===== src/rtl/msk_rnd_provider.sv =====
// msk_rnd_provider
// Randomness source for masked gadgets. A 128-bit Fibonacci LFSR is seeded
// with four 32-bit beats, optionally warmed up, and then delivers RND_W
// fresh bits per accepted valid/ready transfer.
//
// Ports:
//   clk, rst                 clock (rising edge), asynchronous active-high reset
//   seed_in/seed_valid/      32-bit seed beat handshake; beat b lands in
//   seed_ready               S[32*b +: 32], b = 0..3
//   reseed                   single-cycle request to restart seeding
//   rnd_out/rnd_valid/       RND_W random bits per transfer
//   rnd_ready
//   reseed_req               MAX_OUT transfers used up; a new seed is needed

`ifndef DEFAULTSHARES
`define DEFAULTSHARES 2
`endif

module msk_rnd_provider #(
    parameter int D       = `DEFAULTSHARES,
    parameter int RND_W   = D * (D - 1),
    parameter int WARMUP  = 128,
    parameter int MAX_OUT = 1 << 20
) (
    input  logic             clk,
    input  logic             rst,
    input  logic [31:0]      seed_in,
    input  logic             seed_valid,
    output logic             seed_ready,
    input  logic             reseed,
    output logic [RND_W-1:0] rnd_out,
    output logic             rnd_valid,
    input  logic             rnd_ready,
    output logic             reseed_req
);

    typedef enum logic [1:0] {ST_UNSEEDED, ST_LOAD, ST_WARMUP, ST_RUN} state_t;

    localparam logic [31:0] WARM_LAST = 32'(WARMUP - 1);
    localparam logic [31:0] OUT_LAST  = 32'(MAX_OUT - 1);

    state_t           state_reg, state_next;
    logic [127:0]     s_reg;
    logic [RND_W-1:0] out_reg;
    logic             valid_reg;
    logic             req_reg;
    logic [1:0]       beat_reg;
    logic [31:0]      warm_reg;
    logic [31:0]      cnt_reg;

    // Unrolled advance: RND_W LFSR steps in one cycle, bit k = feedback of step k.
    logic [127:0]     chain [0:RND_W];
    logic [RND_W-1:0] adv_bits;
    logic [127:0]     adv_state;

    assign chain[0] = s_reg;
    generate
        for (genvar gi = 0; gi < RND_W; gi++) begin : g_step
            assign adv_bits[gi]  = chain[gi][127] ^ chain[gi][125] ^ chain[gi][100] ^ chain[gi][98];
            assign chain[gi + 1] = {chain[gi][126:0], adv_bits[gi]};
        end
    endgenerate
    assign adv_state = chain[RND_W];

    logic seed_fire, rnd_fire, reseed_ok, last_beat, warm_done, limit_hit;

    assign seed_fire = (state_reg == ST_LOAD) && seed_valid;
    assign rnd_fire  = valid_reg && rnd_ready;
    assign reseed_ok = reseed && (state_reg != ST_UNSEEDED);
    assign last_beat = seed_fire && (beat_reg == 2'd3);
    assign warm_done = (state_reg == ST_WARMUP) && (warm_reg == WARM_LAST);
    assign limit_hit = rnd_fire && (MAX_OUT != 0) && (cnt_reg == OUT_LAST);

    // State after writing the current beat; the all-zero seed would lock the
    // LFSR, so a completed zero seed is nudged to 1.
    logic [127:0] s_load;
    always_comb begin
        s_load = s_reg;
        s_load[32*beat_reg +: 32] = seed_in;
        if (beat_reg == 2'd3 && s_load == 128'd0)
            s_load[0] = 1'b1;
    end

    always_ff @(posedge clk or posedge rst) begin
        if (rst)
            state_reg <= ST_UNSEEDED;
        else
            state_reg <= state_next;
    end

    always_comb begin
        state_next = state_reg;
        case (state_reg)
            ST_UNSEEDED: state_next = ST_LOAD;
            ST_LOAD:     if (last_beat) state_next = (WARMUP == 0) ? ST_RUN : ST_WARMUP;
            ST_WARMUP:   if (warm_done) state_next = ST_RUN;
            ST_RUN:      if (limit_hit) state_next = ST_LOAD;
            default:     state_next = ST_UNSEEDED;
        endcase
        // Reseed wins over everything, including MAX_OUT expiry.
        if (reseed_ok)
            state_next = ST_LOAD;
    end

    always_ff @(posedge clk or posedge rst) begin
        if (rst) begin
            s_reg     <= '0;
            out_reg   <= '0;
            valid_reg <= 1'b0;
            req_reg   <= 1'b0;
            beat_reg  <= '0;
            warm_reg  <= '0;
            cnt_reg   <= '0;
        end else if (reseed_ok) begin
            // A coincident fire has already been taken by the consumer; the
            // partially loaded S is left in place and overwritten by new beats.
            valid_reg <= 1'b0;
            req_reg   <= 1'b0;
            beat_reg  <= '0;
            warm_reg  <= '0;
            cnt_reg   <= '0;
        end else begin
            case (state_reg)
                ST_LOAD: begin
                    if (seed_fire) begin
                        s_reg    <= s_load;
                        req_reg  <= 1'b0;
                        beat_reg <= last_beat ? 2'd0 : beat_reg + 2'd1;
                    end
                end
                ST_WARMUP: begin
                    s_reg    <= adv_state;
                    warm_reg <= warm_done ? 32'd0 : warm_reg + 32'd1;
                end
                ST_RUN: begin
                    if (!valid_reg) begin
                        // First advance after seeding fills the output register.
                        s_reg     <= adv_state;
                        out_reg   <= adv_bits;
                        valid_reg <= 1'b1;
                    end else if (limit_hit) begin
                        valid_reg <= 1'b0;
                        req_reg   <= 1'b1;
                        cnt_reg   <= '0;
                    end else if (rnd_fire) begin
                        s_reg   <= adv_state;
                        out_reg <= adv_bits;
                        cnt_reg <= cnt_reg + 32'd1;
                    end
                end
                default: ;
            endcase
        end
    end

    assign seed_ready = (state_reg == ST_LOAD);
    assign rnd_out    = out_reg;
    assign rnd_valid  = valid_reg;
    assign reseed_req = req_reg;

endmodule


===== config.mk =====
export PLATFORM = sky130hd
export DESIGN_NAME = msk_rnd_provider
export DESIGN_NICKNAME = d
export VERILOG_FILES = /design/src/rtl/msk_rnd_provider.sv
export SDC_FILE = /design/constraint.sdc
export NUM_CORES = 1
export LEC_CHECK = 0
export CORE_AREA = 2 2 148 150
export CTS_CLUSTER_DIAMETER = 30
export DETAILED_ROUTE_END_ITERATION = 6
export DIE_AREA = 0 0 150 152
export HOLD_SLACK_MARGIN = 0.06
export PLACE_DENSITY_LB_ADDON = 0.25
export RECOVER_POWER = 100
export SLEW_MARGIN = 20
export SYNTH_ARGS = -nofsm -noshare
export SYNTH_HDL_FRONTEND = slang
export SYNTH_SLANG_ARGS = --single-unit

===== constraint.sdc =====
create_clock -name clk -period 7.6 [get_ports clk]
set_input_delay 1.52 -clock clk [delete_from_list [all_inputs] [get_ports clk]]
set_output_delay 1.52 -clock clk [all_outputs]
set_load 0.01 [all_outputs]

==> results of run 1 <==
==> how the worst min path moves through the flow <==
stage            endpoint  slack, ns  depth (start not counted)
3_3_place_gp    s_reg[84]       0.48                          2
5_1_grt        rnd_out[1]       0.53                          1
3_5_place_dp    s_reg[84]       0.49                          2
4_1_cts         s_reg[84]       0.51                          2
6_report        s_reg[84]       0.51                          2
2_1_floorplan   s_reg[40]       0.46                          2
==> per-layer routing <==
| metal | global-route usage [%] | up-vias |
|---|---|---|
| met5 | 0 | - |
| met3 | 5.59 | 71 |
| met4 | 11.7 | 0 |
| met1 | 41.5 | 4396 |
| li1 | - | 4055 |
| met2 | 40.9 | 383 |
==> report_power, final <==
part | internal [mW] | switching [mW]
Clock | 0.500 | 0.451
Sequential | 1.34 | 0.266
Combinational | 0.634 | 1.20
==> Yosys cell counts, types with 3 or more instances <==
master     instances  area (um^2)
a21oi_1           34          170
a22o_1            38          333
a22oi_1           80          601
a31oi_1           10         62.6
and2_1            25          156
and3_1            13         81.3
and4_1             7         61.3
buf_2              4         20.0
clkbuf_1          66          248
dfrtp_1          200         5000
ha_1              13          163
inv_1             15         56.3
mux2_2             3         33.8
mux2i_1            4         40.0
nand2_1           95          357
nand2b_1           3         18.8
nand3_1           25          125
nand4_1           17          106
nor2_1           102          383
nor2b_1           12         75.1
nor3_1            20          100
nor4_1            38          238
o21a_1             3         22.5
o21ai_0           63          315
o2bb2ai_1         80          701
o31ai_1            4         30.0
or3_1              8         50.1
or4_1             14          105
xnor2_1           28          245
xor2_1            28          245
==> area by class of cell <==
cell class	count	area share, %
repair buffers	51	4.19
clock buffers	17	3.66
well taps	280	3.01
inverters	15	0.549
flip-flops and latches	200	43.1
clock inverters	15	1.62
multi-input cells	803	43.9
==> critical path: stages <==
cell           delay [ns]
dlygate4sd3_1        0.57
nand2_1              0.13
nor4_1               0.07
and4_1               0.21
o21a_1               0.19
nor4_1               1.57
buf_4                0.51
o21ai_1              0.70
a22o_1               0.48
==> logic make-up after synthesis <==
family / Yosys count / synth area share, %
AO/OA/AOI/OAI: 331 / 22.8
XOR/XNOR: 56 / 4.69
adder cells (fa/ha/maj): 13 / 1.55
buffers and inverters: 86 / 3.20
flip-flops: 200 / 47.8
multiplexers: 8 / 0.837
AND/OR/NAND/NOR: 395 / 19.1
==> through the flow <==
stage | setup slack, ns | util, % | power (mW)
floorplan | 0.626 | - | 2.81
global placement | 3.22 | 51.7 | 3.38
detailed placement | 3.14 | 51.7 | 3.41
CTS | 3.59 | 54.6 | 4.37
global route | 1.71 | 54.4 | 4.62
finish | 1.95 | 54.4 | 4.39
==> metrics, run 1 <==
Worst Min Path Start=s_reg[84]; worst IR drop on VDD=0.000239 V; Fillers=1,942; register area share after synthesis=47.8%; critical path peak fanout=28; TritonCTS clock tree=built; mean post-synth cell area=9.61 um^2; clk_lat worst skew=0.44 ns; synth-to-layout area growth=11.0%; Iter 0 DRT Violations=951; PortBufs=41; TritonCTS Buffers=17; R2R depth=8; Seq cells post-synth=200; clock-pin transition on the worst setup and hold timing paths=0.08 ns; die area=22,800 um^2; R2R setup slack=~2.9 ns; WL met2=13.8 mm; non-filler instance count after layout=1,381; per-cell routed wire length=22.5 um; status=finished with violations; post-DR vias/cell=6.45; power density cells=378 nW/um^2; total wire length=31.1 mm; min Tclk post-route=around 5.6 ns; setup_tns=0 ns; top layer in use=met4; r2r endpoint=s_reg[21]; htree depth=4; largest net degree at the start of global routing=129; final hold vios=0; footprint of the multi-input gates=5100 um^2; Die Width=150 um; layout cells sized above 1=about 4.5%; CP Capture Point=s_reg[21]; via count=8,905; vias in the first global route=8,717; root buffer cell=clkbuf_16; # setup viols final=0; Yosys warning total=0; register area=5000 um^2; most common cell after layout, fill and taps aside=dfrtp_1; post-route cell area=11,600 um^2; synthesized area=10,500 um^2; DP HPWL=20.7 mm; HP Class=flip-flop to flip-flop; final worst path period share=74.3%; FP Rows=54; Die Y=152 um; met3 wire length=between 2 and 2.5 mm; CP Launch Type=primary input; max_cap viols=4; most frequent cells in the layout=dfrtp_1 (200), nor2_1 (101), nand2_1 (95); CP required=7.92 ns; antenna violations before repair=0; count of different cell masters after synthesis=59; n_diodes=0; Relative slew margins=-40.4%; crit path launch=rnd_ready; Layout Skew=0.0114 ns; RD Place Congestion=0.966; First-pass DRT Iterations=5; final net count=1,138; Syn Inst Count=1,089; Worst Setup End Kind=flip-flop; failing checks=max-capacitance violations, max-slew violations; worst reg2reg startpoint=cnt_reg[9]; Fmax achieved=around 0.18 GHz; top_reg_cell synth=dfrtp_1; clock buffer depth=2; placed cells=1,348; Ports=42; CTS Sinks=200; max reg flops=128; total gr overflow=0; Min Hold Slack=0.510 ns; cts hold-fix bufs=0; antenna viol nets, final=0; Leakage=between 4 and 5 nW; RSZ-0062 raised after global routing=false; metal1 wirelength=13.7 mm; Post-synth ARST share=100%; post-CTS sizing=0; critical path arrival=approximately 6.0 ns; Total GRT Usage=28.3%; Slew @ Worst Pin=2.09 ns; Post-synth EDFFs=0; Final Max Slew Viols=113; Post-route DRC=0; syn nets=1,139; starting density of the core=49.0%; dpl cell area=11,000 um^2; core area=21,400 um^2; Crit Path Class=primary input to flip-flop; global-route wire length before repair=~50 mm; number of post-CTS setup repair buffers=0
Note: power is estimated with default switching activity, not from simulation.
==> run 2: changes to the inputs <==
- clock period: 7.6 -> 5.85 ns (I/O delays scaled with it)
==> metrics, run 2 (synthesis results as in run 1) <==
clk_lat worst skew=0.45 ns; Reg power frac=36.9%; failing checks=design-rule violations, max-capacitance violations, max-slew violations; most frequent cells in the layout=dfrtp_1 (200), nor2_1 (101), nand2_1 (95); htree depth=4; root buffer cell=clkbuf_16; largest net degree at the start of global routing=170; per-cell routed wire length=22.6 um; post-DR vias/cell=approximately 6.5; status=finished with violations; layout cells sized above 1=4.27%; worst reg2reg startpoint=state_reg[0]; Hold EP=rnd_out[0]; Worst Min Path Start=rnd_out[0]; DP HPWL=slightly above 20 mm; Fillers=between 1,500 and 2,000; r2r endpoint=s_reg[28]; Min Hold Slack=0.507 ns; core area=21,400 um^2; synth-to-layout area growth=10.9%; Die Y=152 um; Final Max Slew Viols=110; # setup viols final=0; HP Class=flip-flop to flip-flop; TritonCTS clock tree=built; CTS Sinks=200; min Tclk post-route=4.64 ns; Switching Fraction=43.9%; Leakage=about 4.7 nW; Total GRT Usage=approximately 28%; vias in the first global route=8,600; Post-route DRC=5; post-CTS sizing=0; clock buffer depth=2; global-route wire length before repair=49.5 mm; cts hold-fix bufs=0; starting density of the core=between 40% and 50%; most common cell after layout, fill and taps aside=dfrtp_1; via count=9,032; FP Rows=between 50 and 60; RSZ-0062 raised after global routing=false; final hold vios=0; RD Place Congestion=0.982; antenna viol nets, final=0; NetSw=2.48 mW; CP Launch Type=primary input; critical path peak fanout=44; die area=22,800 um^2; Pint=3.18 mW; Worst Setup End Kind=flip-flop; Ports=42; placed cells=between 1,000 and 1,500; Slew @ Worst Pin=3.44 ns; Layout Skew=0.0164 ns; R2R setup slack=1.22 ns; non-filler instance count after layout=1,382; critical path arrival=around 5.0 ns; CP required=between 6 and 7 ns; total gr overflow=0; clock-pin transition on the worst setup and hold timing paths=0.08 ns; Crit Path Class=primary input to flip-flop; PortBufs=41; power density cells=488 nW/um^2; Power, Total=5.66 mW; TritonCTS Buffers=17; total wire length=31.2 mm; Fmax achieved=approximately 0.22 GHz; worst IR drop on VDD=0.000340 V; final net count=~1,100; Iter 0 DRT Violations=1,092; First-pass DRT Iterations=7; number of post-CTS setup repair buffers=0; antenna violations before repair=0; setup_tns=0 ns; max reg flops=128; final worst path period share=between 70% and 80%; max_cap viols=5; Relative slew margins=-132%; post-layout util=54.4%; Clk pwr share=21.0%; combinational power share=a little over two fifths; Die Width=roughly 150 um; R2R depth=4; hold path cells=1
-- run 2: cell types whose count changed in the layout (fill, tap and decap cells not counted), moves of 2 or more --
cell / change
buf_4: -2
clkinv_2: +3
clkinvlp_4: -2
inv_8: -2
o21ai_0: +3
o21ai_2: -2
-- run 2: worst max-delay path, stage by stage --
cell,delay (ns)
dlygate4sd3_1,0.57
nand2_1,0.12
nor4_1,0.07
and4_1,0.21
o21a_1,0.22
nor4_4,0.12
buf_4,0.50
o21ai_0,1.30
a22o_1,0.64
-- run 2: area by class of cell --
type                    instances  area [um^2]  area share (%)
flip-flops and latches        200         5000            43.1
clock buffers                  18          439            3.78
inverters                      15         57.6           0.496
diodes                          1         2.50          0.0216
multi-input cells             803         5110            44.0
clock inverters                14          139            1.20
well taps                     280          350            3.02
repair buffers                 51          503            4.33
-- run 2: power by group through the flow --
stage | combinational (mW) | sequential, mW | clock, mW
after CTS | 2.34 | 2.08 | 1.20
after detailed placement | 2.34 | 2.09 | 0
after floorplan | 1.67 | 1.98 | 0
final | 2.38 | 2.09 | 1.19
after global routing | 2.58 | 2.13 | 1.26
after global placement | 2.31 | 2.09 | 0
-- run 2: worst max path at each step --
stage	cells after the start	start	slack, ns	end
2_1_floorplan	1	rst	2.09	beat_reg[0]
3_3_place_gp	7	reseed	1.87	warm_reg[25]
3_5_place_dp	7	reseed	1.83	warm_reg[29]
4_1_cts	7	reseed	2.31	warm_reg[25]
5_1_grt	5	state_reg[0]	1.11	s_reg[4]
6_report	9	rnd_ready	1.21	s_reg[28]
-- run 2: metrics by stage --
step,setup slack [ns],instance area [um^2]
finish,1.21,11600
global route,1.11,11600
CTS,2.31,11600
detailed placement,1.83,11100
global placement,1.87,11100
floorplan,2.09,10500
-- run 2: layer usage --
metal	vias up	share of wire [%]	GRT usage [%]
met5	-	0	0
met4	0	2.9	8.27
met3	78	7.5	5.86
met2	415	45	41.4
met1	4490	44	41.3
li1	4049	-	-
==> run 3: changes to the inputs <==
- clock period: 5.85 -> 4.75 ns (I/O delays scaled with it)
==> metrics, run 3 (synthesis results as in run 1) <==
status=finished with violations; failing checks=max-capacitance violations, max-slew violations; antenna violations before repair=0; Ports=42; Final Max Slew Viols=259; post-DR vias/cell=approximately 6.4; antenna viol nets, final=0; Die Y=152 um; Worst Setup End Kind=flip-flop; most common cell after layout, fill and taps aside=dfrtp_1; TritonCTS clock tree=built; Worst Min Path Start=s_reg[96]; Hold EP=s_reg[96]; Fmax achieved=0.263 GHz; TritonCTS Buffers=17; CTS Sinks=200; clock-pin transition on the worst setup and hold timing paths=0.08 ns; # setup viols final=0; layout cells sized above 1=4.70%; worst IR drop on VDD=approximately 0.00040 V; Iter 0 DRT Violations=942; vias in the first global route=roughly 8,500; per-cell routed wire length=roughly 23 um; critical path arrival=roughly 4.1 ns; clock buffer depth=2; First-pass DRT Iterations=6; most frequent cells in the layout=dfrtp_1 (200), nor2_1 (101), nand2_1 (95); via count=~9,000; Layout Skew=0.0102 ns; max_cap viols=5; placed cells=around 1,400; hold path cells=2; Total GRT Usage=27.9%; max incr delay on CP=about 0.64 ns; CP required=between 5 and 6 ns; R2R depth=8; FP Rows=54; R2R setup slack=1.14 ns; Die Width=150 um; RD Place Congestion=1.01; r2r endpoint=s_reg[65]; post-CTS sizing=0; HP Class=flip-flop to flip-flop; cts hold-fix bufs=0; largest net degree at the start of global routing=156; htree depth=4; Crit Path Class=primary input to flip-flop; Post-route DRC=0; Slew @ Worst Pin=2.45 ns; worst reg2reg startpoint=cnt_reg[21]; setup_tns=0 ns; critical path peak fanout=25; clk_lat worst skew=0.45 ns; RSZ-0062 raised after global routing=false; die area=22,800 um^2; post-route cell area=11,700 um^2; power density cells=slightly above 600 nW/um^2; core area=21,400 um^2; total wire length=approximately 31 mm; crit-path cells=dlygate4sd3_1, nand2_1, nor4_1, and4_1, o21a_1, nor4_4, o21ai_0, clkbuf_1, a22o_1; root buffer cell=clkbuf_16; Relative slew margins=-63.7%; global-route wire length before repair=49.4 mm; slowest cell on the critical path=clkbuf_1; dpl ws=0.989 ns; non-filler instance count after layout=1,387; final net count=1,144; starting density of the core=49.0%; final worst path period share=80.1%; PortBufs=between 40 and 50; number of post-CTS setup repair buffers=0; Leakage=4.76 nW; n_diodes=0; CP Launch Type=primary input; Power, Total=7.10 mW; synth-to-layout area growth=11.6%; min Tclk post-route=3.80 ns; dpl cell area=11,100 um^2; DP HPWL=21.0 mm; total gr overflow=0; final hold vios=0; max reg flops=128; Setup WS post-layout=0.947 ns
## run 3: cell count changes in the layout (fill, tap and decap cells not counted), sizes merged
cell	change
buf	+3
bufinv	+2
diode	-1
clkinv	-3
clkinvlp	+1
clkbuf	+3
## run 3: metrics by stage
step	hold WS, ns	util (%)
global route	0.532	54.7
finish	0.514	54.7
CTS	0.514	55.0
detailed placement	0.498	52.2
global placement	0.484	52.1
floorplan	0.464	-
## run 3: layout make-up
cell class                 count  area (um^2)
clock buffer                  18          429
timing repair buffer          57          537
sequential                   200         5000
clock inverter                14          188
multi-input combinational    803         5110
inverter                      15         57.6
fill                        1957         9670
tap                          280          350
## run 3: worst max-delay path: cells and delay by family
family          cells  cell delay [ns]
compound gates      3             1.12
buf+inv             2             1.21
simple gates        4             0.85
## run 3: power breakdown
part           internal (mW)  leakage, nW  switching, mW
Combinational           1.04         1.74           1.91
Sequential              2.14         2.72          0.442
Clock                  0.846        0.301          0.717
Total                   4.03         4.76           3.07
## run 3: worst max path at each step
stage / startpoint / slack (ns) / end
global route: rst / 0.76 / warm_reg[10]
floorplan: rst / 1.21 / beat_reg[0]
CTS: reseed / 1.47 / warm_reg[27]
finish: rnd_ready / 0.95 / s_reg[65]
detailed placement: reseed / 0.99 / warm_reg[27]
global placement: reseed / 1.01 / warm_reg[27]
## run 3: per-layer routing
layer	GRT usage (%)	wire length [um]	share of wire [%]	up-vias
li1	-	-	-	4057
met1	40.2	13500	43	4408
met2	41.3	14100	45	384
met3	7.30	2670	8.5	63
met4	9.03	921	2.9	0
met5	0	0	0	-
